<file path="src/rtl/lcd_fb_pkg.sv">
// Shared FSM encoding, panel geometry and pixel type for the LCD framebuffer arbiter.
// The latency and backpressure rules live in lcd_fb_arbiter.
package lcd_fb_pkg;
    localparam int DATA_W      = 16;
    localparam int LINE_PIXELS = 480;
    localparam int LINES       = 272;

    typedef logic [DATA_W-1:0] pix_t;

    typedef enum logic [1:0] {
        ST_IDLE  = 2'd0,
        ST_FETCH = 2'd1,
        ST_DRAIN = 2'd2
    } state_e;
endpackage

</file>
<file path="src/rtl/lcd_fb_fetch_ctr.sv">
// Line-fetch counters (base, column, writer slot) plus the 1-cycle read-return pipe.
// A read issued in cycle n shows up on pix_wvalid/pix_waddr in cycle n+1; the pipe never stalls.
module lcd_fb_fetch_ctr #(
    parameter int ADDR_W      = 17,
    parameter int LINE_PIXELS = lcd_fb_pkg::LINE_PIXELS,
    parameter int WR_SLOT     = 8
) (
    input  logic               CLK,
    input  logic               RST,
    input  lcd_fb_pkg::state_e state,
    input  logic               start,
    input  logic [8:0]         line_idx,
    input  logic               rd_issue,
    output logic [ADDR_W-1:0]  rd_addr,
    output logic               last_col,
    output logic               wr_slot,
    output logic               pix_wvalid,
    output logic [8:0]         pix_waddr
);
    import lcd_fb_pkg::*;

    localparam int SLOT_W = (WR_SLOT > 1) ? $clog2(WR_SLOT) : 1;

    logic [ADDR_W-1:0] base_q, base_d;
    logic [8:0]        col_q, col_d;
    logic [SLOT_W-1:0] slot_q, slot_d;
    logic              pix_wvalid_q;
    logic [8:0]        pix_waddr_q;

    assign wr_slot  = (WR_SLOT != 0) && (int'(slot_q) == WR_SLOT - 1);
    assign last_col = (int'(col_q) == LINE_PIXELS - 1);
    assign rd_addr  = base_q + ADDR_W'(col_q);

    always_comb begin
        base_d = base_q;
        col_d  = col_q;
        slot_d = slot_q;
        if (start) begin
            base_d = ADDR_W'(int'(line_idx) * LINE_PIXELS);
            col_d  = '0;
            slot_d = '0;
        end else if (state == ST_FETCH) begin
            if (rd_issue)
                col_d = col_q + 9'd1;
            // Slot free-runs during the fetch, taken or not.
            if (WR_SLOT < 2 || wr_slot)
                slot_d = '0;
            else
                slot_d = slot_q + SLOT_W'(1);
        end
    end

    always_ff @(posedge CLK) begin
        if (RST) begin
            base_q       <= '0;
            col_q        <= '0;
            slot_q       <= '0;
            pix_wvalid_q <= 1'b0;
            pix_waddr_q  <= '0;
        end else begin
            base_q       <= base_d;
            col_q        <= col_d;
            slot_q       <= slot_d;
            pix_wvalid_q <= rd_issue;
            if (rd_issue)
                pix_waddr_q <= col_q;
        end
    end

    assign pix_wvalid = pix_wvalid_q;
    assign pix_waddr  = pix_waddr_q;
endmodule

</file>
<file path="src/rtl/lcd_fb_arbiter.sv">
// Frame SRAM port arbiter: line prefetch has priority, the writer gets idle cycles and every WR_SLOT-th fetch cycle.
// Reads return 1 cycle after issue; writer backpressure is wr_ready only. LCD_FB_ARB_STATS_EN adds wr_stall_cnt.
module lcd_fb_arbiter #(
    parameter int ADDR_W      = 17,
    parameter int DATA_W      = lcd_fb_pkg::DATA_W,
    parameter int LINE_PIXELS = lcd_fb_pkg::LINE_PIXELS,
    parameter int LINES       = lcd_fb_pkg::LINES,
    parameter int WR_SLOT     = 8
) (
    input  logic              CLK,
    input  logic              RST,
    input  logic              line_req,
    input  logic [8:0]        line_idx,
    output logic              line_busy,
    output logic              pix_wvalid,
    output logic [8:0]        pix_waddr,
    output logic [DATA_W-1:0] pix_wdata,
    input  logic              wr_valid,
    output logic              wr_ready,
    input  logic [ADDR_W-1:0] wr_addr,
    input  logic [DATA_W-1:0] wr_data,
    output logic              mem_en,
    output logic              mem_we,
    output logic [ADDR_W-1:0] mem_addr,
    output logic [DATA_W-1:0] mem_wdata,
    input  logic [DATA_W-1:0] mem_rdata,
    input  logic              underrun_clr,
    output logic              underrun
`ifdef LCD_FB_ARB_STATS_EN
    ,
    output logic [15:0]       wr_stall_cnt
`endif
);
    import lcd_fb_pkg::*;

    state_e            state_q, state_d;
    logic              underrun_q, underrun_d;
    logic              start, rd_issue, wr_xfer, wr_slot, last_col;
    logic [ADDR_W-1:0] rd_addr;

    assign start    = (state_q == ST_IDLE) && line_req && (int'(line_idx) < LINES);
    assign wr_ready = (state_q != ST_FETCH) || wr_slot;
    assign wr_xfer  = wr_valid && wr_ready;
    // An unclaimed writer slot falls through to a read so the fetch never idles.
    assign rd_issue = (state_q == ST_FETCH) && !wr_xfer;

    lcd_fb_fetch_ctr #(
        .ADDR_W      (ADDR_W),
        .LINE_PIXELS (LINE_PIXELS),
        .WR_SLOT     (WR_SLOT)
    ) u_ctr (
        .CLK        (CLK),
        .RST        (RST),
        .state      (state_q),
        .start      (start),
        .line_idx   (line_idx),
        .rd_issue   (rd_issue),
        .rd_addr    (rd_addr),
        .last_col   (last_col),
        .wr_slot    (wr_slot),
        .pix_wvalid (pix_wvalid),
        .pix_waddr  (pix_waddr)
    );

    always_comb begin
        state_d = state_q;
        case (state_q)
            ST_IDLE:  if (start) state_d = ST_FETCH;
            ST_FETCH: if (rd_issue && last_col) state_d = ST_DRAIN;
            ST_DRAIN: state_d = ST_IDLE;
            default:  state_d = ST_IDLE;
        endcase
    end

    always_comb begin
        underrun_d = underrun_q;
        if (line_req && state_q != ST_IDLE)
            underrun_d = 1'b1;
        else if (underrun_clr)
            underrun_d = 1'b0;
    end

    always_ff @(posedge CLK) begin
        if (RST) begin
            state_q    <= ST_IDLE;
            underrun_q <= 1'b0;
        end else begin
            state_q    <= state_d;
            underrun_q <= underrun_d;
        end
    end

    assign line_busy = (state_q != ST_IDLE);
    assign underrun  = underrun_q;
    assign mem_en    = wr_xfer || rd_issue;
    assign mem_we    = wr_xfer;
    assign mem_addr  = wr_xfer ? wr_addr : rd_addr;
    assign mem_wdata = wr_data;
    // SRAM output is the return register; gating drops data from reads cut off by reset.
    assign pix_wdata = pix_wvalid ? mem_rdata : '0;

`ifdef LCD_FB_ARB_STATS_EN
    logic [15:0] stall_q;

    always_ff @(posedge CLK) begin
        if (RST || start)
            stall_q <= '0;
        else if (wr_valid && !wr_ready && stall_q != 16'hFFFF)
            stall_q <= stall_q + 16'd1;
    end

    assign wr_stall_cnt = stall_q;
`endif
endmodule
</file>
<file path="config.mk">
export PLATFORM = sky130hd
export DESIGN_NAME = lcd_fb_arbiter
export DESIGN_NICKNAME = d
export VERILOG_FILES = /design/src/rtl/lcd_fb_pkg.sv /design/src/rtl/lcd_fb_fetch_ctr.sv /design/src/rtl/lcd_fb_arbiter.sv
export SDC_FILE = /design/constraint.sdc
export NUM_CORES = 1
export LEC_CHECK = 0
export ABC_AREA = 1
export BUFFER_PORTS_ARGS = -buffer_cell sky130_fd_sc_hd__buf_2
export CORE_UTILIZATION = 50
export CTS_BUF_LIST = sky130_fd_sc_hd__clkbuf_16
export CTS_CLUSTER_DIAMETER = 200
export DETAILED_ROUTE_END_ITERATION = 7
export PLACE_DENSITY = 0.82
export SLEW_MARGIN = 20
export SYNTH_ARGS = -nofsm -noshare
export SYNTH_HDL_FRONTEND = slang
export SYNTH_HIERARCHICAL = 1
export SYNTH_SLANG_ARGS = --single-unit
</file>
<file path="constraint.sdc">
create_clock -name CLK -period 3.9 [get_ports CLK]
set_input_delay 0.78 -clock CLK [delete_from_list [all_inputs] [get_ports CLK]]
set_output_delay 0.78 -clock CLK [all_outputs]
set_load 0.005 [all_outputs]
</file>
==> results.py, run 1 <==
metrics = {
    "cts": {
        "cts_root_buffer": "clkbuf_16",
        "cts-htree-levels": 2,
        "cts_tree": "built",
        "clock_latency_ns": 0.29,
        "cts_buffers": 5,
        "clock_path_buffers": 2,
        "clk_pin_slew_ns": 0.06,
        "cts-hold-fix-buffers": 0,
        "clock-sinks": 37,
        "cts_resized": 0,
        "post_cts_buffers": 0,
    },
    "final_layout": {
        "final_layout_size_suffix_gt1_share_pct": 21.8,
        "syn_to_final_growth_pct": 16.2,
        "layout_common_cells": "nand2_1, buf_2, inv_1, dfxtp_1, nor2_1",
        "diodes": 0,
        "final_nets": 650,
        "nFillCells": 553,
        "mostFrequentLayoutCell": "nand2_1",
    },
    "logic_synthesis": {
        "syn_avg_cell_area_sq_um": 6.75,
        "syn_nets": 578,
        "ys_ff_latch": 37,
        "synth_warnings": 6,
        "synth_top_cell_area_share_pct": 22.9,
        "netlist_top_cells_area": "dfxtp_1, nand2_1, inv_1",
        "yosys.cell_types.count": 34,
        "postSynthCellCount": 478,
        "yosysSeqAreaShare_pct": 22.9,
        "synth_area_leader_cell": "dfxtp_1",
        "synthesis.area_sq_mm": 0.00323,
    },
    "worst_setup_path": {
        "required_ns": 3.12,
        "crit_path_top_delay_cell": "dfxtp_1",
        "worst-path-max-fanout": 6,
        "cpLargestDelayFamily": "adder cells",
        "path_cells": "ha_1, inv_1, fa_1, o21ai_2, nand2_1, nor2_1, nand2_1, xor2_1, nand2_1, nand2_1, buf_2",
        "crit_path_start_kind": "register",
        "critPathMostFrequentCell": "nand2_1",
        "cp.arrival_ns": 2.38,
        "cpPeakStageDelay_ns": 0.43,
        "crit_type": "reg2out",
        "critPathBufInv": 2,
        "end_kind": "primary output",
    },
    "detailed_routing": {
        "drt_wl_total_mm": 7.71,
        "drc": 0,
        "final_antenna_net_count": 0,
        "viasPerCell": 5.02,
        "vias": 3144,
        "avgRoutedWirePerCell_um": 12.3,
        "first_iter_violations": 124,
        "first_pass_iters": 4,
    },
    "sta": {
        "setup-tns-final_ns": 0,
        "holdWs_ns": 0.473,
        "max_clock_freq_ghz": 0.316,
        "hold_viol": 0,
        "min_period_over_period_pct": 81.0,
        "slew_violations": 0,
        "clock-skew-final_ns": 0.00503,
        "relSlewSlack_pct": 51.4,
        "rsz0062_at_grt": "false",
        "fin_crit_ns": 3.16,
        "setup_viol": 0,
        "worstMarginPinSlew_ns": 0.729,
    },
    "min_path": {
        "hp-class": "reg2reg",
    },
    "status": {
        "status": "complete, no violations",
    },
    "floorplanning": {
        "die_w_um": 82.4,
        "row_count": 28,
        "core_area_sq_mm": 0.00606,
        "die_h_um": 82.4,
        "die_area_sq_mm": 0.00678,
        "num_io_pins": 127,
        "start_util_pct": 53.3,
    },
    "global_route": {
        "antenna_found_initial": 0,
        "grt_use_total_pct": 22.8,
        "grt_max_degree": 22,
        "grt_remaining_overflow": 0,
        "grt_pass1_wl_mm": 11.7,
        "first_global_vias": 2709,
    },
    "power": {
        "total_power_w": 0.00135,
        "cellPowerDensity_mw_per_mm2": 360,
        "p_leak_nw": 2.20,
        "irDropWorstVdd_v": 0.000198,
    },
    "place": {
        "dp_hpwl_mm": 6.25,
        "portBuffers": 94,
        "routabilityCongestion": 0.902,
    },
    "run": {
        "cap_violations": 0,
    },
}
==> sequential cells by signal, indices dropped and copies added, names as in the netlist <==
signal / count
state_q: 2
u_ctr/base_q: 12
u_ctr/col_q: 9
u_ctr/pix_waddr: 9
u_ctr/pix_wvalid: 1
u_ctr/slot_q: 3
underrun: 1
==> metal layers <==
layer,vias up,global-route usage (%),wire length (um)
met2,125,39.3,3750
met1,1419,28.4,3210
met3,13,3.41,601
met4,0,9.47,144
li1,1587,-,-
met5,-,0,0
==> cells in the mapped netlist <==
| library cell | instances |
|---|---|
| nand2_2 | 3 |
| clkbuf_1 | 3 |
| buf_2 | 2 |
| nand3_2 | 1 |
| inv_1 | 87 |
| o21ai_2 | 3 |
| o21ai_0 | 25 |
| dfxtp_1 | 37 |
| nor2_8 | 1 |
| buf_4 | 22 |
| xnor2_1 | 2 |
| nand2_4 | 2 |
| nor2_4 | 1 |
| inv_4 | 2 |
| buf_6 | 3 |
| or2_2 | 2 |
| ha_1 | 22 |
| nand3_1 | 17 |
| and2_1 | 1 |
| o211a_1 | 1 |
| nor3_2 | 1 |
| fa_1 | 15 |
| and3_1 | 1 |
| nor2_1 | 29 |
| o21a_1 | 1 |
| a211oi_1 | 1 |
| nor3_1 | 3 |
| nand4_1 | 6 |
| nor2_2 | 1 |
| nand2_1 | 142 |
| a21oi_1 | 27 |
| nor4_1 | 1 |
| a22o_1 | 1 |
| xor2_1 | 12 |
==> final timing paths <==
check,cells past startpoint,slack (ns),end,start
worst max-delay path,11,0.74,mem_addr[13],u_ctr/col_q[5]$_SDFFE_PP0P_
worst max register to register,14,1.12,u_ctr/col_q[7]$_SDFFE_PP0P_,u_ctr/slot_q[0]$_SDFFE_PP0N_
worst min register to register,2,0.47,underrun$_SDFFE_PP0P_,underrun$_SDFFE_PP0P_
worst min-delay path,2,0.47,underrun$_SDFFE_PP0P_,underrun$_SDFFE_PP0P_
==> metrics by stage <==
stage	setup WS, ns	instance area [sq um]	utilization [%]	instances
after floorplan	0.941	3230	-	478
after global placement	0.716	3580	59.1	618
after detailed placement	0.612	3580	59.1	618
after CTS	0.760	3750	61.9	626
after global routing	0.519	3750	61.9	626
final	0.740	3750	61.9	626
==> tightest hold or removal path: cells and delay by family (launching register included) <==
| family | cells | cell delay [ns] |
|---|---|---|
| DFF | 1 | 0.31 |
| and+or+nand+nor | 1 | 0.06 |
| AOI/OAI and AO/OA | 1 | 0.05 |
==> report_power, final <==
| part | switching (W) | internal [W] | leakage (nW) |
|---|---|---|---|
| sequential | 0.0000204 | 0.000404 | 0.302 |
| combinational | 0.000274 | 0.000180 | 1.82 |
| clock | 0.000170 | 0.000303 | 0.0800 |
| total | 0.000464 | 0.000886 | 2.20 |
==> cell families after synthesis <==
kind of cell,Yosys count,synth area share [%]
AO/OA/AOI/OAI,59,9.92
XOR/XNOR,14,3.80
adder cells (fa/ha/maj),37,17.8
buffers and inverters,119,17.3
flip-flops,37,22.9
AND/OR/NAND/NOR,212,28.2
==> cell type report <==
| cell class | count | area [sq um] | share of cell area (%) |
|---|---|---|---|
| sequential | 37 | 741 | 19.7 |
| multi-input combinational | 322 | 1930 | 51.4 |
| timing repair buffer | 95 | 478 | 12.7 |
| clock inverter | 3 | 46.3 | 1.23 |
| tap | 75 | 93.8 | 2.50 |
| clock buffer | 5 | 125 | 3.34 |
| inverter | 89 | 339 | 9.04 |
(Power assumes the default switching activity.)
==> run 2: changes to the inputs <==
Settings changed: CORE_UTILIZATION 50 to 45, PLACE_DENSITY 0.82 to 0.78.
Clock period 3.9 ns to 2.9 ns, I/O delays scaled along.
==> results.py, run 2 (synthesis gave the netlist of run 1 again) <==
metrics = {
    "place": {
        "placed_area_sq_mm": 0.00376,
        "dp_hpwl_mm": 6.33,
        "dp.cells": 660,
        "portBuffers": 94,
        "routabilityCongestion": 0.856,
    },
    "detailed_routing": {
        "vias": 3219,
        "drc": 0,
        "avgRoutedWirePerCell_um": 11.5,
        "route.top_layer_used": "met4",
        "met2WireLength_mm": 3.99,
        "first_pass_iters": 4,
        "drt_wl_total_mm": 7.67,
        "viasPerCell": 4.82,
        "wl_met3_um": 424,
        "first_iter_violations": 119,
        "met1_length_mm": 3.14,
        "final_antenna_net_count": 0,
    },
    "power": {
        "irDropWorstVdd_v": 0.000228,
        "p_leak_nw": 2.31,
        "cellPowerDensity_mw_per_mm2": 482,
    },
    "cts": {
        "cts-htree-levels": 2,
        "clock-sinks": 37,
        "post_cts_buffers": 0,
        "clk_pin_slew_ns": 0.06,
        "cts_buffers": 5,
        "clock_path_buffers": 2,
        "cts-hold-fix-buffers": 0,
        "cts_root_buffer": "clkbuf_16",
        "clock_latency_ns": 0.29,
        "cts_tree": "built",
    },
    "floorplanning": {
        "num_io_pins": 127,
        "core_area_sq_mm": 0.00687,
        "die_area_sq_mm": 0.00752,
        "die_h_um": 86.7,
        "die_w_um": 86.7,
        "start_util_pct": 47.0,
        "row_count": 30,
    },
    "worst_setup_path": {
        "crit_type": "in2reg",
        "r2r_end": "u_ctr/col_q[7]$_SDFFE_PP0P_",
        "r2r-start": "u_ctr/slot_q[0]$_SDFFE_PP0N_",
        "rr_worst_depth": 14,
        "end_kind": "register",
        "cp.arrival_ns": 2.90,
        "endpoint": "u_ctr/base_q[14]$_SDFFE_PP0P_",
        "startpoint": "line_idx[4]",
        "crit_path_start_kind": "input port",
        "required_ns": 3.08,
        "worst-path-max-fanout": 4,
        "reg2reg_slack_ns": 0.49,
    },
    "final_layout": {
        "final_cell_count_no_fill": 668,
        "multi_input_area_sq_mm": 0.00195,
        "regMostFlops": "u_ctr/base_q",
        "largest_register_ffs": 12,
        "diodes": 0,
        "fin_util_pct": 57.7,
        "nFillCells": 635,
        "final_nets": 671,
        "ff_latch_area_sq_um": 742,
        "layout_common_cells": "nand2_1, buf_2, inv_1, dfxtp_1, nor2_1",
        "mostFrequentLayoutCell": "nand2_1",
        "final_layout_size_suffix_gt1_share_pct": 25.5,
        "stdcell_area_sq_mm": 0.00396,
        "syn_to_final_growth_pct": 22.7,
    },
    "global_route": {
        "grt_pass1_wl_mm": 12.2,
        "antenna_found_initial": 0,
        "first_global_vias": 2927,
        "grt_max_degree": 22,
        "grt_use_total_pct": 20.8,
        "grt_remaining_overflow": 0,
    },
    "min_path": {
        "hp-class": "reg2reg",
    },
    "sta": {
        "setup_viol": 0,
        "setup-tns-final_ns": 0,
        "hold_viol": 0,
        "slew_violations": 0,
        "clock-skew-final_ns": 0.0102,
        "relSlewSlack_pct": 68.6,
        "max_clock_freq_ghz": 0.368,
        "min_period_over_period_pct": 93.8,
        "fin_crit_ns": 2.72,
        "worstMarginPinSlew_ns": 0.470,
        "rsz0062_at_grt": "false",
        "holdWs_ns": 0.467,
    },
    "status": {
        "status": "complete, no violations",
    },
    "run": {
        "cap_violations": 0,
    },
}
## run 2: changes by cell type in the layout (fill, tap and decap cells not counted), sizes merged
cell and delta:
buf +21
## run 2: stage by stage
step	setup slack (ns)	total power [W]
floorplan	0.141	0.00102
global placement	-0.0692	0.00125
detailed placement	-0.138	0.00127
CTS	0.0126	0.00190
global route	0.0196	0.00204
finish	0.180	0.00191
## run 2: power by group
part / internal, W / switching (W)
clock network: 0.000407 / 0.000221
logic: 0.000325 / 0.000385
registers: 0.000543 / 0.0000267
total: 0.00127 / 0.000633
## run 2: area by class of cell
type / instances / share of cell area (%)
timing repair buffer: 116 / 16.0
inverter: 89 / 8.56
multi-input combinational: 322 / 49.3
clock buffer: 5 / 3.16
tap: 96 / 3.03
sequential: 37 / 18.7
clock inverter: 3 / 1.17
## run 2: worst min-delay path by stage
stage                                   end  cells past startpoint  slack, ns                         start
3_5_place_dp          underrun$_SDFFE_PP0P_                      2       0.47         underrun$_SDFFE_PP0P_
3_3_place_gp          underrun$_SDFFE_PP0P_                      2       0.46         underrun$_SDFFE_PP0P_
4_1_cts               underrun$_SDFFE_PP0P_                      2       0.48         underrun$_SDFFE_PP0P_
6_report              underrun$_SDFFE_PP0P_                      2       0.47         underrun$_SDFFE_PP0P_
2_1_floorplan  u_ctr/base_q[7]$_SDFFE_PP0P_                      2       0.43  u_ctr/base_q[7]$_SDFFE_PP0P_
5_1_grt               underrun$_SDFFE_PP0P_                      2       0.49         underrun$_SDFFE_PP0P_
## run 2: what timing repair did
item / CTS / global route
gates resized for setup: 0 / 5
hold endpoints to repair: 0 / 0
setup endpoints to repair: 0 / 6
## run 2: routing by layer
layer / global-route usage (%) / vias up
met3: 4.00 / 8
met2: 41.0 / 99
met1: 21.4 / 1482
met5: 0 / -
li1: - / 1630
met4: 7.88 / 0
## run 2: critical path, stage by stage
cell and delay [ns]:
buf_2 0.12, inv_1 0.09, fa_1 0.50, inv_1 0.05, fa_1 0.45, ha_1 0.35
a21oi_1 0.28, nor2_1 0.07, nor2_1 0.12, nand2_1 0.07, nand2_1 0.05, nand3_1 0.06
nand2_1 0.07, inv_1 0.04
==> run 3: changes to the inputs <==
Settings changed: ABC_AREA 1 to 0, CORE_UTILIZATION 45 to 44, PLACE_DENSITY 0.78 to 0.77.
==> results.py, run 3 <==
metrics = {
    "logic_synthesis": {
        "synth-edff-count": 0,
        "postSynthCellCount": 341,
        "synth_warnings": 6,
        "synth_common_cells": "nor2_1, dfxtp_1, inv_1, ha_1, buf_4",
        "synthFlopType": "dfxtp_1",
        "syn_avg_cell_area_sq_um": 9.11,
        "synth_top_cell_area_share_pct": 23.9,
        "yosysSeqAreaShare_pct": 23.9,
        "yosys.cell_types.count": 54,
        "syn_nets": 441,
        "ys_ff_latch": 37,
        "synthesis.area_sq_mm": 0.00311,
        "netlist_top_cells_area": "dfxtp_1, fa_1, ha_1",
        "synth_most_common_cell": "nor2_1",
        "synth_area_leader_cell": "dfxtp_1",
        "async_flop_share_pct": 0,
    },
    "final_layout": {
        "diodes": 0,
        "nFillCells": 594,
        "mostFrequentLayoutCell": "buf_2",
        "ff_latch_area_sq_um": 744,
        "largest_register_ffs": 12,
        "final_cell_count_no_fill": 536,
        "syn_to_final_growth_pct": 27.8,
        "stdcell_area_sq_mm": 0.00397,
        "layout_common_cells": "buf_2, nor2_1, dfxtp_1, buf_4, inv_1",
        "final_layout_size_suffix_gt1_share_pct": 38.9,
        "multi_input_area_sq_mm": 0.00215,
        "regMostFlops": "u_ctr/base_q",
        "final_nets": 540,
    },
    "detailed_routing": {
        "viasPerCell": 5.13,
        "avgRoutedWirePerCell_um": 15.2,
        "met2WireLength_mm": 4.46,
        "final_antenna_net_count": 0,
        "drt_wl_total_mm": 8.15,
        "first_pass_iters": 4,
        "wl_met3_um": 472,
        "route.top_layer_used": "met4",
        "met1_length_mm": 2.98,
        "vias": 2752,
        "first_iter_violations": 126,
        "drc": 0,
    },
    "sta": {
        "fin_crit_ns": 2.93,
        "min_period_over_period_pct": 101,
        "max_clock_freq_ghz": 0.341,
        "holdWs_ns": 0.479,
        "setup_ws_ns": -0.0337,
        "relSlewSlack_pct": 59.8,
        "rsz0062_at_grt": "true",
        "hold_viol": 0,
        "worstMarginPinSlew_ns": 0.603,
        "slew_violations": 0,
        "setup_viol": 1,
        "clock-skew-final_ns": 0.00328,
    },
    "worst_setup_path": {
        "crit_path_start_kind": "input port",
        "cp.arrival_ns": 3.15,
        "crit_type": "in2reg",
        "worst-path-max-fanout": 3,
        "required_ns": 3.11,
        "end_kind": "register",
    },
    "place": {
        "dp.cells": 525,
        "placed_area_sq_mm": 0.00370,
        "routabilityCongestion": 0.785,
        "portBuffers": 94,
        "dp_hpwl_mm": 6.27,
    },
    "floorplanning": {
        "core_area_sq_mm": 0.00679,
        "die_area_sq_mm": 0.00740,
        "die_h_um": 86.0,
        "die_w_um": 86.0,
        "start_util_pct": 45.7,
        "row_count": 30,
        "num_io_pins": 127,
    },
    "global_route": {
        "grt_use_total_pct": 21.5,
        "antenna_found_initial": 0,
        "grt_pass1_wl_mm": 12.3,
        "first_global_vias": 2699,
        "grt_remaining_overflow": 0,
        "grt_max_degree": 35,
    },
    "status": {
        "violations": "setup timing",
        "status": "finished with violations",
    },
    "cts": {
        "cts_buffers": 5,
        "cts-htree-levels": 2,
        "clock-sinks": 37,
        "clock_path_buffers": 2,
        "clk_pin_slew_ns": 0.05,
        "cts_tree": "built",
        "cts_root_buffer": "clkbuf_16",
        "clock_latency_ns": 0.27,
    },
    "run": {
        "cap_violations": 0,
    },
    "power": {
        "cellPowerDensity_mw_per_mm2": 462,
        "irDropWorstVdd_v": 0.000221,
        "p_leak_nw": 1.95,
    },
    "min_path": {
        "hp-class": "reg2reg",
    },
}
-- run 3: cell types whose count changed after synthesis, sizes merged, moves of 5 or more --
cell | previous run | this run
nand3 | 18 | 8
xnor2 | 2 | 12
and3 | 1 | 6
and2 | 1 | 16
o21ai | 28 | 9
nor2 | 32 | 43
nand2b | 0 | 6
mux2i | 0 | 17
a21oi | 27 | 11
mux2 | 0 | 17
nand2 | 147 | 12
inv | 89 | 27
-- run 3: logic make-up after synthesis --
| logic type | Yosys count | synth area share [%] |
|---|---|---|
| AOI/OAI and AO/OA | 38 | 8.42 |
| xor gates and xnor gates | 22 | 6.20 |
| adders and majority gates | 37 | 18.5 |
| buffers and inverters | 57 | 10.0 |
| DFF | 37 | 23.9 |
| muxes | 34 | 12.7 |
| and+or+nand+nor | 116 | 20.2 |
-- run 3: through the flow --
step	worst slack [ns]	TNS [ns]	utilization [%]	total power, W
after CTS	-0.0357	-0.0357	57.1	0.00178
final	-0.0337	-0.0337	58.4	0.00183
after global placement	-0.295	-1.14	54.4	0.00123
after floorplan	-0.0825	-0.127	-	0.00103
after global routing	-0.122	-0.162	58.4	0.00194
after detailed placement	-0.348	-1.48	54.4	0.00126
-- run 3: cell type report --
| class | count | share of cell area [%] |
|---|---|---|
| well taps | 96 | 3.03 |
| clock inverters | 2 | 0.189 |
| inverters | 27 | 2.65 |
| flip-flops and latches | 37 | 18.8 |
| repair buffers | 122 | 18.0 |
| multi-input cells | 247 | 54.2 |
| clock buffers | 5 | 3.15 |
-- run 3: final timing paths --
check	slack [ns]	start	to	depth (start not counted)
hold reg to reg	0.48	underrun$_SDFFE_PP0P_	underrun$_SDFFE_PP0P_	2
setup / recovery	-0.03	line_idx[3]	u_ctr/base_q[13]$_SDFFE_PP0P_	12
hold / removal	0.48	underrun$_SDFFE_PP0P_	underrun$_SDFFE_PP0P_	2
setup reg to reg	0.76	u_ctr/slot_q[0]$_SDFFE_PP0N_	u_ctr/col_q[6]$_SDFFE_PP0P_	9
-- run 3: per-layer routing --
layer  vias to the layer above  GRT usage (%)
li1                       1329              -
met1                      1289           21.6
met2                       118           43.7
met3                        16           4.14
met4                         0           6.36
met5                         -              0
-- run 3: power by group --
| part | switching (W) | internal, W | total [W] |
|---|---|---|---|
| Clock | 0.000186 | 0.000307 | 0.000493 |
| Combinational | 0.000366 | 0.000409 | 0.000775 |
| Sequential | 0.0000304 | 0.000535 | 0.000566 |
-- run 3: critical path, stage by stage --
cell and delay, ns:
buf_8 0.08, clkinvlp_4 0.10, buf_4 0.16, fa_1 0.50, inv_1 0.06, fa_1 0.48
ha_4 0.30, o21a_1 0.13, o31a_4 0.17, o21ai_2 0.06, or4b_1 0.46, nand3_1 0.08
-- run 3: timing repair --
action                     4_1_cts  5_1_grt
setup endpoints to repair        3        8
hold buffers                     0        0
cloned                           0        0
buffers inserted                 4        0
gates resized for setup          7       19
pin swaps                        8       15
